### config.mk
export PLATFORM = sky130hd
export DESIGN_NAME = vending_machine
export DESIGN_NICKNAME = d
export VERILOG_FILES = /design/src/rtl/vending_pkg.sv /design/src/rtl/vending_machine.sv
export SDC_FILE = /design/constraint.sdc
export NUM_CORES = 1
export LEC_CHECK = 0
export CAP_MARGIN = 20
export CORE_AREA = 2 2 39 41
export CTS_BUF_LIST = sky130_fd_sc_hd__clkbuf_8
export CTS_CLUSTER_DIAMETER = 50
export DETAILED_ROUTE_END_ITERATION = 8
export DIE_AREA = 0 0 41 43
export SYNTH_ARGS = -nofsm -noshare
export SYNTH_HDL_FRONTEND = slang
export SYNTH_SLANG_ARGS = --single-unit
### constraint.sdc
create_clock -name clk -period 1.8 [get_ports clk]
set_input_delay 0.27 -clock clk [delete_from_list [all_inputs] [get_ports clk]]
set_output_delay 0.27 -clock clk [all_outputs]
set_load 0.01 [all_outputs]
### src/rtl/vending_pkg.sv
// Shared state encoding, credit constants and next-state helper for the can vending controller.
package vending_pkg;

  typedef enum logic [2:0] {
    IDLE     = 3'd0,
    C05      = 3'd1,
    C10      = 3'd2,
    VEND     = 3'd3,
    VEND_CHG = 3'd4
  } state_t;

  // Credit is counted in half-units so every coin value is an integer.
  localparam int unsigned PRICE = 3;
  localparam int unsigned ONE   = 2;
  localparam int unsigned HALF  = 1;

  function automatic state_t next_state(input state_t state, input logic one, input logic half);
    int unsigned credit;
    int unsigned coin;
    int unsigned total;
    state_t      result;
    credit = (state == C05) ? HALF : (state == C10) ? ONE : 0;
    // A simultaneous half coin is rejected when a one coin is present.
    coin   = one ? ONE : (half ? HALF : 0);
    total  = credit + coin;
    if (total > PRICE)       result = VEND_CHG;
    else if (total == PRICE) result = VEND;
    else if (total == ONE)   result = C10;
    else if (total == HALF)  result = C05;
    else                     result = IDLE;
    return result;
  endfunction

endpackage

### src/rtl/vending_machine.sv
// Moore FSM for the can dispenser: tracks coin credit and pulses can/change actuators on a vend.
module vending_machine
  import vending_pkg::*;
(
  output logic can_out,
  output logic change_out,
  input  logic clk,
  input  logic reset,
  input  logic one_in,
  input  logic half_in
);

  state_t state;
  state_t state_nxt;

  always_comb begin
    state_nxt = IDLE;
    case (state)
      IDLE, C05, C10, VEND, VEND_CHG: state_nxt = next_state(state, one_in, half_in);
      default:                        state_nxt = IDLE;
    endcase
  end

  // NOTE: outputs are registered from the next state, so they always equal a decode of the
  // current state register and never see a combinational path from the coin inputs.
  always_ff @(posedge clk or posedge reset) begin
    if (reset) begin
      state      <= IDLE;
      can_out    <= 1'b0;
      change_out <= 1'b0;
    end else begin
      state      <= state_nxt;
      can_out    <= (state_nxt == VEND) || (state_nxt == VEND_CHG);
      change_out <= (state_nxt == VEND_CHG);
    end
  end

endmodule

==> impl_metrics.yaml <==
setup_path:
  start_kind: "primary input"
  criticalPathCategory: "primary input to flip-flop"
  worstPathRequired_ns: 1.94
  critical_path_peak_fanout: 2
  r2r_cells: 6
  cp-end-kind: "flip-flop"
  critical_path_arrival_ns: 1.80
die:
  dieArea_um2: 1760
  floorplan.die.width_um: 41
  coreArea_um2: 1380
  io_pins: 6
  start_util_pct: 17.6
  rows: 14
  die_h_um: 43
timing:
  final-setup-viol-count: 0
  period_share_pct: 92.0
  relSlewSlack_pct: 87.4
  hold_violations: 0
  fmax_mhz: 604
  drv_slew: 0
  skew_ns: 0.00280
  min_period_ns: 1.66
  fin_tns_setup_ns: 0
  tightest_slew_ns: 0.188
  rsz0062_at_grt: "no"
grt:
  antenna_found_initial: 0
  overflow: 0
  grt_pass1_vias: 187
  grt_max_degree: 6
  grt_usage_pct: 7.21
  grt_pass1_wl_um: 731
clock_network:
  htree_levels: 1
  clk_pin_slew_ns: 0.04
  cts-root-buf: "clkbuf_8"
  numCtsBuffers: 3
  cts.sinks: 5
  cts_tree: "yes"
  postCtsSetupBuffers: 0
  cts_buffer_depth: 2
  clk_latency_ns: 0.22
  cts_hold_buffers: 0
drt:
  vias: 177
  wirelength_um: 404
  avgViaCountPerCell: 3.69
  ant_nets: 0
  drc: 0
  drtIter0Drc: 3
  post_drt_wl_per_cell_um: 8.42
  firstDrtPassIters: 3
pwr:
  p_per_area_nw_per_um2: 1680
  irDropWorstVdd_v: 0.000568
  leakagePower_nw: 0.174
placement:
  dp_cells: 44
  portBuffers: 5
  finalWeightedCongestion: 0.662
  post-dp-hpwl_um: 304
synthesis:
  syn_nets: 28
  ys_types: 12
  netlist_instances: 22
  synthesis.area_um2: 244
  synth_area_per_cell_um2: 11.1
  ys_warn_count: 0
  ys_ff_latch: 5
  yosysSeqAreaShare_pct: 51.3
finish:
  fin_nets: 39
  drive_gt1_share_pct: 21.9
  instances_no_fill: 48
  nFillCells: 148
  antenna_cells: 0
  area_growth_pct: 52.3
run:
  maxCapViolCount: 0
run_status:
  outcome: "finished, final reports clean"
min_path:
  hp-class: "primary input to asynchronous set/reset pin"
## layer usage
layer  part of all wire, %  up-vias  global-route usage, %
li1                      -       87                      -
met1                    43       88                   7.67
met2                    52        2                   8.44
met3                   4.2        0                   3.14
met4                     0        0                   10.0
met5                     0        -                      0
## worst max-delay path, stage by stage
cell             delay, ns
clkdlybuf4s50_1       0.45
nor2b_1               0.13
ha_1                  0.15
inv_1                 0.04
fa_1                  0.46
buf_4                 0.15
nor3b_2               0.15
## stage by stage
stage	setup slack (ns)	hold slack (ns)	area, µm²	power (mW)	utilization (%)
CTS	0.0877	0.261	367	0.624	26.5
finish	0.144	0.248	372	0.623	26.9
global placement	-0.0909	0.489	322	0.413	23.2
floorplan	0.223	0.0485	244	0.325	-
global route	0.0731	0.286	372	0.669	26.9
detailed placement	-0.0863	0.501	322	0.411	23.2
## power by group
group,switching [mW],total (mW),internal (mW),leakage [nW]
clock network,0.0590,0.206,0.147,0.0269
registers,0.0338,0.195,0.161,0.0647
logic,0.0905,0.223,0.132,0.0823
total,0.183,0.623,0.440,0.174
## cells in the final DEF (no fill, tap or decap)
cell,Yosys,routed
a21oi_1,1,1
buf_4,0,1
clkbuf_8,0,3
clkdlybuf4s50_1,0,5
dfrtp_1,5,5
fa_1,1,1
ha_1,1,1
inv_1,3,4
nand2_1,2,2
nand2b_1,1,1
nor2_1,4,4
nor2b_1,1,1
nor3b_2,1,2
o21a_4,1,1
## area by class of cell
| class | instances | area, µm² | share of cell area (%) |
|---|---|---|---|
| flip-flops and latches | 5 | 125 | 33.7 |
| multi-input cells | 14 | 113 | 30.3 |
| repair buffers | 6 | 57.6 | 15.5 |
| clock buffers | 3 | 41.3 | 11.1 |
| well taps | 16 | 20.0 | 5.39 |
| inverters | 3 | 11.3 | 3.03 |
| clock inverters | 1 | 3.75 | 1.01 |
## timing repair
item / 4_1_cts / 5_1_grt
hold endpoints to repair: 0 / 0
gates resized for setup: 0 / 1
endpoints found under the setup margin: 0 / 2
## cell usage after synthesis
| master | number | area, µm² |
|---|---|---|
| nor2b_1 | 1 | 6.26 |
| nor2_1 | 4 | 15.0 |
| nor3b_1 | 1 | 7.51 |
| dfrtp_1 | 5 | 125 |
| ha_1 | 1 | 12.5 |
| nand2b_1 | 1 | 6.26 |
| a21oi_1 | 1 | 5.00 |
| nand2_1 | 2 | 7.51 |
| inv_1 | 3 | 11.3 |
| fa_1 | 1 | 20.0 |
| nor3b_2 | 1 | 12.5 |
| o21a_4 | 1 | 15.0 |
## state kept, by name, summed over array words and instances, names as in the netlist
name        cells
state           3
can_out         1
change_out      1
## final timing paths
path                           from  endpoint  slack (ns)
max in group asynchronous     reset  state[1]        1.38
max reg2reg                state[1]  state[1]        0.16
min in group clk           state[0]  state[2]        0.61
min                           reset   can_out        0.25
min reg2reg                state[0]  state[2]        0.61
max                         half_in  state[1]        0.14
## cells by family (layout without fill, tap and decap cells)
group                      Yosys count  in the layout  synth area share, %
buffers and inverters                3             13                 4.62
and+or+nand+nor                     10             10                 22.6
adders and majority gates            2              2                 13.3
DFF                                  5              5                 51.3
AOI/OAI and AO/OA                    2              2                 8.20
Power figures use the tool's default switching activity.
